## src/rtl/apb_slave_regfile.sv

```systemverilog
// APB3 completer backed by a word-addressed register file, with a fixed
// number of wait states per access and slverr on out-of-range or misaligned addresses.
module apb_slave_regfile #(
  parameter int                    ADDR_WIDTH  = 32,
  parameter int                    DATA_WIDTH  = 32,
  parameter int                    DEPTH       = 16,
  parameter logic [ADDR_WIDTH-1:0] BASE_ADDR   = {ADDR_WIDTH{1'b0}},
  parameter int                    WAIT_STATES = 2
) (
  input  logic                  clk,
  input  logic                  rst_n,
  input  logic                  sel,
  input  logic                  enable,
  input  logic                  write,
  input  logic [ADDR_WIDTH-1:0] addr,
  input  logic [DATA_WIDTH-1:0] wdata,
  output logic                  ready,
  output logic                  slverr,
  output logic [DATA_WIDTH-1:0] rdata
);

  localparam int IDX_W = $clog2(DEPTH);

  typedef enum logic [0:0] {
    IDLE   = 1'b0,
    ACCESS = 1'b1
  } state_t;

  state_t                state_r;
  logic [3:0]            wcnt_r;
  logic [DATA_WIDTH-1:0] mem_r [DEPTH];

  logic [ADDR_WIDTH-1:0] off_s;
  logic [IDX_W-1:0]      idx_s;
  logic                  err_s;
  logic                  ready_s;

  // Address decode: offset from the base, word index and error flag
  always_comb begin
    off_s = addr - BASE_ADDR;
    idx_s = off_s[IDX_W+1:2];
    err_s = (addr < BASE_ADDR)
          | (off_s >= ADDR_WIDTH'(DEPTH * 4))
          | (addr[1:0] != 2'b00);
  end

  // Response outputs; addr/write/wdata are used live at completion, never latched
  always_comb begin
    ready_s = (state_r == ACCESS) && (wcnt_r == 4'd0) && sel && enable;
    ready   = ready_s;
    slverr  = ready_s & err_s;
    if (ready_s && !write && !err_s) begin
      rdata = mem_r[idx_s];
    end else begin
      rdata = {DATA_WIDTH{1'b0}};
    end
  end

  // Transfer FSM, wait-state counter and register file update
  always_ff @(posedge clk) begin
    if (!rst_n) begin
      state_r <= IDLE;
      wcnt_r  <= 4'd0;
      for (int i = 0; i < DEPTH; i++) begin
        mem_r[i] <= {DATA_WIDTH{1'b0}};
      end
    end else begin
      case (state_r)
        IDLE: begin
          // sel&enable without a setup phase is ignored
          if (sel && !enable) begin
            state_r <= ACCESS;
            wcnt_r  <= 4'(WAIT_STATES);
          end else begin
            state_r <= IDLE;
          end
        end
        ACCESS: begin
          if (!sel) begin
            state_r <= IDLE;
          end else if (!enable) begin
            state_r <= ACCESS;
          end else if (wcnt_r != 4'd0) begin
            wcnt_r <= wcnt_r - 4'd1;
          end else begin
            state_r <= IDLE;
            if (write && !err_s) begin
              mem_r[idx_s] <= wdata;
            end
          end
        end
        default: begin
          state_r <= IDLE;
          wcnt_r  <= 4'd0;
        end
      endcase
    end
  end

endmodule

```

## config.mk

```make
export PLATFORM = sky130hd
export DESIGN_NAME = apb_slave_regfile
export DESIGN_NICKNAME = d
export VERILOG_FILES = /design/src/rtl/apb_slave_regfile.sv
export SDC_FILE = /design/constraint.sdc
export NUM_CORES = 1
export LEC_CHECK = 0
export ABC_AREA = 1
export CAP_MARGIN = 5
export CORE_MARGIN = 4
export CORE_UTILIZATION = 31
export DETAILED_ROUTE_END_ITERATION = 12
export GPL_TIMING_DRIVEN = 0
export SLEW_MARGIN = 15
export SYNTH_ARGS = -nofsm -noshare
export SYNTH_HDL_FRONTEND = slang
export SYNTH_SLANG_ARGS = --single-unit
export TNS_END_PERCENT = 50
```

## constraint.sdc

```tcl
create_clock -name clk -period 5.99 [get_ports clk]
set_input_delay 1.198 -clock clk [delete_from_list [all_inputs] [get_ports clk]]
set_output_delay 1.198 -clock clk [all_outputs]
set_load 0.02 [all_outputs]
```

# Word-level counts from Yosys, hierarchy flattened

Memory sizes are Yosys's and may differ from the RTL's.
Index checks and enable logic that the tools add are counted.

Add/subtract/negate cells: 1
$lt $le $gt $ge: 2
Equality and inequality tests: 4
Muxes and demuxes: 22
Bitwise gates (word level): 4
Reduce and logical (&&, ||, !) cells: 15

Operator list:

| kind                                                                    | count |
|---|---|
| 32-bit two-way mux                                                      | 2 |
| 32-bit by 7-bit >= comparator with 1-bit output (second input constant) | 1 |
| 32-bit by 1-bit < comparator with 1-bit output (second input constant)  | 1 |
| 32-bit OR reduction                                                     | 1 |
| 4-bit two-way mux                                                       | 5 |
| 1-bit two-way mux                                                       | 13 |
| 4-bit one-hot mux with 2 select lines                                   | 1 |
| 1-bit logical AND                                                       | 7 |
| 2-bit != test (second input constant)                                   | 3 |
| 4-bit logical NOT                                                       | 1 |
| 4-bit AND reduction                                                     | 1 |
| 4-bit nonzero test                                                      | 1 |
| 4-bit by 1-bit subtractor with 4-bit output (second input constant)     | 1 |
| 1-bit logical NOT                                                       | 3 |
| 2-bit by 1-bit != test with 1-bit output (second input constant)        | 1 |
| 1-bit bitwise OR                                                        | 2 |
| 1-bit one-hot mux with 2 select lines                                   | 1 |
| 2-bit nonzero test                                                      | 1 |
| 1-bit AND                                                               | 1 |
| 1-bit NOT                                                               | 1 |

Flip-flop bits (word level): 5
RAM bits: 512
Input port bits: 69
Output and inout port bits: 34
Word-level logic and storage cells: 51
Memories kept: 1

Memories:

| memory | words | width | read ports | clocked after Yosys merged registers in | wr ports | RTL line | text |
|---|---|---|---|---|---|---|---|
| mem_r  | 16    | 32    | 1          | 0                                       | 16       | 31       | `logic [DATA_WIDTH-1:0] mem_r [DEPTH];` |

# Depth between registers and ports, before layout

Gate-level depths: netlist (run 1).

Word-level depth: 14
Mapped depth: 13
Mapped depth without buffers: 10

# Worst setup path after synthesis (run 1)

OpenSTA, ideal clock, no wires.

Path kind: input to output
Start point: input port addr[10]
End point: output port rdata[10]
Data arrival time: 2.506 ns
Required time: 4.792 ns
Slack: 2.286 ns
Stages: 9
Path buffers: 2
Cell sequence: nor2_1 > nand2_1 > nor2_1 > nand2_1 > nor2_8 > buf_8 > nand2_2 > buf_6 > nor2_1

Cells in the longest elaborated chain, start to end: 6
Elaborated cells between the ends (all ways): 7
Those cells by class: 2 x order compare; 1 x mux; 2 x bitwise; 2 x reduce/logical

RTL lines:

| what                                                                                                              | RTL line | text |
|---|---|---|
| start, declared                                                                                                   | 15       | `input logic [ADDR_WIDTH-1:0] addr,` |
| 32-bit by 1-bit < comparator with 1-bit output or 32-bit by 7-bit >= comparator with 1-bit output (tied branches) | 42, 43   |  |
| 1-bit bitwise OR *                                                                                                | 43       | `\| (off_s >= ADDR_WIDTH'(DEPTH * 4))` |
| 1-bit bitwise OR *                                                                                                | 44       | `\| (addr[1:0] != 2'b00);` |
| 1-bit logical NOT *                                                                                               | 52       | `if (ready_s && !write && !err_s) begin` |
| 1-bit logical AND *                                                                                               | 52       |  |
| 32-bit two-way mux *                                                                                              | 52       |  |
| end, declared                                                                                                     | 19       | `output logic [DATA_WIDTH-1:0] rdata` |

Mark *: on every way between the ends. The rest lies on a longest branch, timed or not.

# Final worst setup path (run 1)

Start point: input port addr[28]
End point: output port rdata[3]

The elaborated chain is that of the path after synthesis.

==> results.md, run 1 <==
* Status: finished, final reports clean
* Sequential fraction of the synthesis area at 58.1%
* Post-layout worst setup margin at 0.633 ns
* Slew HR at 41.6%
* DR vias/cell at 4.43
* Vias in the first global route at 19300
* Slowest CP cell: clkdlybuf4s50_1
* Area grow syn2layout at 16.8%
* Worst slew pin tran at 0.876 ns
* Cts bufs inserted at 55
* Dpl ws at 0.729 ns
* Std-Cell Rows at 107
* Critical Path AT at 4.16 ns
* Yosys top cell by area: edfxtp_1
* Critical Path Sink Type: output pin
* Fmax at 187 MHz
* Mapped cell area at 26600 sq um
* Synthesis Warnings at 0
* Met3 usage at 2.45%
* Post-synth top area share at 57.7%
* WP data required at 4.79 ns
* TritonCTS clock tree: yes
* Via count at 20800
* Max-Cap Viols at 0
* Die Span Y at 301 um
* Final Hold Violating Endpoints at 0
* Cell Count, Final, Fillers Out at 4690
* Critical Path Source: addr[28]
* Worst path max stage delay at 0.72 ns
* Skew final at 0.0169 ns
* Crit path max fanout at 10
* CTS root buf: clkbuf_16
* Post_cts resized at 0
* Total Wirelength at 79200 um
* Initial antenna violation count at 1
* Reg2reg path depth at 9
* Top FF cell, synth: edfxtp_1
* # DRC at 0
* Routability Congestion at 0.889
* M1 GR Usage at 24.2%
* Fin. max-slew vios at 0
* Clock transition at path regs at 0.06 ns
* Total Routing Usage GR at 17.4%
* Leading post-synthesis cells by cell area: edfxtp_1 58%, nand2_1 20%, inv_1 8.5%, nor2_1 8.0%, clkbuf_1 1.6%
* EDFF count, synth at 512
* Power density over cell area at 262 nW/um^2
* Num Clock Sinks at 517
* Io pins at 103
* Peak supply drop at 0.000209 V
* Crit start category: primary input
* # hold bufs at CTS at 0
* Setup Buffers After CTS at 0
* Crit path time final at 5.36 ns
* Average wire per standard cell at 16.9 um
* Initial DRC count at 1830
* Worst R2R Start: wcnt_r[0]$_SDFFE_PN0P_
* First-pass GRT wire length at 118000 um
* WS Path Type: primary input to output pin
* CP most frequent cell: nor2_1
* Post-synthesis net count at 3406
* Leakage at 14.9 nW
* Crit path to: rdata[3]
* Setup TNS at 0 ns
* Share of cells above drive strength 1 at 5.27%
* Met2 Use GR at 28.1%
* Critical R2R Capture: mem_r[13][21]$_SDFFCE_PN0P_
* Final net count at 3579
* Class of the worst hold path: flip-flop to flip-flop
* Diodes inserted at 0
* Crit path cell chain: clkdlybuf4s50_1 -> nor2_1 -> nand2_1 -> nor2_1 -> nand2_1 -> nor2_8 -> buf_8 -> nand2_2 -> buf_6 -> nor2_1 -> clkdlybuf4s50_1
* Clock Path Buffers at 3
* Post-DP HPWL at 57600 um
* Pin count of the biggest net entering global routing at 30
* Global route hottest layer: met2
* Final core occ at 36.5%
* Synthesized instance count at 3336
* Syn Area/Cell at 7.98 sq um
* Async set-reset flop share out of synthesis at 0%
* Die width at 301 um
* Commonest cells after routing, fill and taps aside: 1381 x nand2_1, 604 x inv_1, 571 x nor2_1
* Final setup fails at 0
* First-pass DRT Iterations at 5
* Routed Antenna Nets at 0
* Synth Register Bits at 517
* RSZ-0062 raised after global routing: false
* Grt total ovfl at 0
* Die area at 90600 sq um
* Htree depth at 2
* Unique cell type count in the Yosys netlist at 25
* Fin crit share at 89.4%
* Core Area at 85100 sq um
* R2R Setup Slk at 2.95 ns
* Placed Cells at 4596
* Initial core utilization at 31.3%
* I/O Buffers at 100
* Most common cell after layout, fill and taps aside: nand2_1
* Worst skew pair latency at 0.64 ns
cells in the mapped netlist (2+ instances only):
library cell	number
nor2_2	20
buf_6	33
buf_2	17
o21ai_0	3
inv_1	604
dfxtp_1	5
nand3_4	10
clkbuf_1	111
nor2_1	571
nand2_1	1397
a21oi_1	3
nor2_8	2
buf_1	22
nand3_1	16
edfxtp_1	512
worst max-delay path: cells and delay by family:
kind / cells / cell delay, ns
buffers and inverters: 4 / 1.60
AND/OR/NAND/NOR: 7 / 1.35
logic make-up (layout without fill, tap and decap cells):
logic type / Yosys count / after routing / synth area share (%)
buf+inv: 790 / 1000 / 12.3
compound gates: 7 / 7 / 0.141
simple gates: 2021 / 2021 / 29.4
fa+ha+maj: 1 / 1 / 0.0470
flops: 517 / 517 / 58.1
how the worst min path moves through the flow:
stage / startpoint / endpoint / slack (ns) / depth (start not counted)
finish: wcnt_r[3]$_SDFFE_PN0P_ / wcnt_r[3]$_SDFFE_PN0P_ / 0.53 / 2
global route: wcnt_r[3]$_SDFFE_PN0P_ / wcnt_r[3]$_SDFFE_PN0P_ / 0.57 / 2
CTS: wcnt_r[3]$_SDFFE_PN0P_ / wcnt_r[3]$_SDFFE_PN0P_ / 0.53 / 2
detailed placement: wcnt_r[3]$_SDFFE_PN0P_ / wcnt_r[3]$_SDFFE_PN0P_ / 0.51 / 2
global placement: wcnt_r[3]$_SDFFE_PN0P_ / wcnt_r[3]$_SDFFE_PN0P_ / 0.50 / 2
floorplan: wcnt_r[3]$_SDFFE_PN0P_ / wcnt_r[3]$_SDFFE_PN0P_ / 0.47 / 2
through the flow:
step	hold WS (ns)	area (sq um)	power [mW]
CTS	0.526	31100	8.17
finish	0.529	31100	8.14
global route	0.575	31100	8.42
detailed placement	0.513	29400	4.97
floorplan	0.475	26600	4.64
global placement	0.497	29100	4.94
registers in the layout, indices dropped and copies added (netlist names):
register	flops
wcnt_r	4
state_r	1
mem_r	512
power breakdown:
part           internal, mW  switching, mW
logic                 0.223          0.570
registers              4.08         0.0295
clock network          1.79           1.46
area by class of cell:
| cell class | count | area [sq um] |
|---|---|---|
| plain buffers | 185 | 991 |
| clock buffers | 69 | 1450 |
| clock inverters | 25 | 195 |
| fillers | 8844 | 54100 |
| inverters | 605 | 2270 |
| multi-input cells | 2029 | 7930 |
| flip-flops and latches | 517 | 15500 |
| well taps | 1144 | 1430 |
| repair buffers | 116 | 1350 |
routing by layer:
metal	wire length [um]	vias up
met3	6230	132
li1	-	10200
met4	2400	0
met1	34700	9666
met5	0	-
met2	35800	753
Note: power is estimated with default switching activity, not from simulation.
==> run 2, diff against run 1 <==
ABC_AREA = default   (was 1)
CAP_MARGIN = 20   (was 5)
==> results.md, run 2 <==
* Total Wirelength at 65200 um
* CTS root buf: clkbuf_16
* First-pass DRT Iterations at 5
* Top FF cell, synth: edfxtp_1
* Violated checks: negative setup slack
* Setup TNS at -0.00979 ns
* RSZ-0062 raised after global routing: false
* Number of flip-flops in the largest register at 512
* Share of cells above drive strength 1 at 17.9%
* Htree depth at 2
* Die area at 76000 sq um
* Commonest cells after routing, fill and taps aside: 518 x nor2_1, 512 x edfxtp_1, 128 x mux4_2
* Diodes inserted at 0
* Pin count of the biggest net entering global routing at 20
* Std-Cell Rows at 97
* Max-Cap Viols at 0
* Leading post-synthesis cells by cell area: edfxtp_1 69%, mux4_2 13%, nor2_1 8.8%, a22oi_1 2.2%, clkbuf_1 1.4%
* Post-layout worst setup margin at -0.00979 ns
* Mapped cell area at 22200 sq um
* Vias in the first global route at 14600
* Biggest register: mem_r
* Via count at 14400
* # hold bufs at CTS at 0
* Syn Area/Cell at 14.7 sq um
* DR vias/cell at 5.32
* Worst hold path stage count at 2
* Final setup fails at 1
* Slew HR at 29.0%
* Reg2reg path depth at 9
* Worst Hold Launch: wcnt_r[0]$_SDFFE_PN0P_
* Synthesized instance count at 1516
* Clock Path Buffers at 3
* Post-synth top area share at 69.2%
* Fmax at 167 MHz
* Crit path max fanout at 10
* Most common cell after layout, fill and taps aside: nor2_1
* Final net count at 1794
* Io pins at 103
* Hold endpoint: wcnt_r[0]$_SDFFE_PN0P_
* Largest regs: mem_r: 512 flops, wcnt_r: 4 flops, state_r: 1 flops
* Fin crit share at 100%
* Cell Count, Final, Fillers Out at 2703
* Die Span Y at 276 um
* Post-synthesis net count at 1586
* Initial DRC count at 1885
* Cts bufs inserted at 50
* Status: finished with violations
* Peak supply drop at 0.000222 V
* Fill cells at 6568
* Worst slew pin tran at 1.06 ns
* Unique cell type count in the Yosys netlist at 43
* Yosys top cell by area: edfxtp_1
* Sequential fraction of the synthesis area at 69.7%
* R2R Setup Slk at 1.80 ns
* Initial antenna violation count at 0
* Synth cell count leaders: 518 x nor2_1, 512 x edfxtp_1, 128 x mux4_2
* Total Routing Usage GR at 16.9%
* WP data required at 4.79 ns
* Placed cell areas at 25200 sq um
* Synth Register Bits at 517
* Synthesis Warnings at 0
* Worst R2R Start: wcnt_r[0]$_SDFFE_PN0P_
* # DRC at 0
* Num Clock Sinks at 517
* Routed Antenna Nets at 0
* Fin. max-slew vios at 0
* Worst skew pair latency at 0.58 ns
* Core Area at 70500 sq um
* Placed Cells at 2611
* Crit path time final at 6.00 ns
* Area of the multi-input gates at 6430 sq um
* Routability Congestion at 0.839
* FF/Latch Area at 15500 sq um
* Die width at 276 um
* Critical Path AT at 4.80 ns
* Power Total at 7.80 mW
* Grt total ovfl at 0
* Power density over cell area at 291 nW/um^2
* Critical Path Sink Type: output pin
* EDFF count, synth at 512
* Post-DP HPWL at 45900 um
* Average wire per standard cell at 24.1 um
* WS Path Type: primary input to output pin
* Critical R2R Capture: mem_r[10][24]$_SDFFCE_PN0P_
* Hold WS at 0.482 ns
* Initial core utilization at 31.5%
* Leakage at 8.29 nW
* Clock transition at path regs at 0.06 ns
* Final Hold Violating Endpoints at 0
* First-pass GRT wire length at 94400 um
* Most numerous cell in the Yosys netlist: nor2_1
* Cell area after layout at 26800 sq um
* Async set-reset flop share out of synthesis at 0%
* TritonCTS clock tree: yes
* I/O Buffers at 100
* Skew final at 0.0132 ns
* Class of the worst hold path: flip-flop to flip-flop
* Area grow syn2layout at 20.7%
* Crit start category: primary input
[run 2: changes by cell type in the layout (fill, tap and decap cells not counted), sizes merged, moves of 7 or more]
cell    before  now
nand2     1398   72
inv        606    8
mux4         0  128
nor2       593  518
a22oi        0   64
clkbuf     180  146
a21oi        3   33
nand3       26    9
buf         90   83
o21ai        3   10
[run 2: layout make-up]
cell class / count / share of cell area, %
sequential: 517 / 57.7
multi-input combinational: 882 / 24.0
timing repair buffer: 156 / 6.10
clock buffer: 64 / 5.09
tap: 940 / 4.38
buffer: 110 / 1.72
clock inverter: 27 / 0.942
inverter: 7 / 0.0980
[run 2: per-stage QoR]
stage          utilization [%]  worst slack, ns
6_report                  38.0         -0.00979
5_1_grt                   38.0          0.00416
4_1_cts                   38.0         0.000117
3_5_place_dp              35.7           -0.104
3_3_place_gp              34.6            -4.56
2_1_floorplan                -           -0.251
[run 2: worst max-delay path by stage]
stage,startpoint,to,cells after the start
global route,addr[3],rdata[31],7
detailed placement,addr[4],rdata[15],7
floorplan,addr[18],mem_r[10][0]$_SDFFCE_PN0P_,4
finish,addr[4],rdata[13],7
CTS,addr[18],rdata[15],7
global placement,addr[18],mem_r[15][24]$_SDFFCE_PN0P_,5
[run 2: cells by family after synthesis]
logic type                 count (synthesis)  synth area share [%]
buffers and inverters                    117                  2.14
DFF                                      517                  69.7
and+or+nand+nor                          634                  11.6
adders and majority gates                  1                0.0563
muxes                                    130                  13.1
AOI/OAI and AO/OA                        117                  3.52
[run 2: worst max-delay path, cell delays in order]
cell,delay (ns)
clkdlybuf4s50_1,0.91
inv_1,0.30
nor2_1,0.59
clkbuf_2,0.42
a22oi_1,0.21
a21oi_1,0.46
clkdlybuf4s50_1,0.69
[run 2: report_power, final]
group | switching (mW) | leakage [nW] | internal, mW
logic | 0.288 | 2.28 | 0.231
clock network | 1.34 | 0.796 | 1.82
registers | 0.0349 | 5.22 | 4.10
[run 2: what timing repair did]
| action | CTS | global route |
|---|---|---|
| endpoints found under the setup margin | 5 | 10 |
| buffers inserted | 0 | 1 |
| resized for setup | 1 | 10 |
| cloned | 0 | 0 |
[run 2: metal layers]
layer,part of all wire (%),track usage [%],wire [um],vias up
met3,12,4.82,7520,112
met2,46,27.2,30300,831
li1,-,-,-,6081
met4,3.3,5.13,2120,0
met1,39,22.4,25200,7347
met5,0,0,0,-
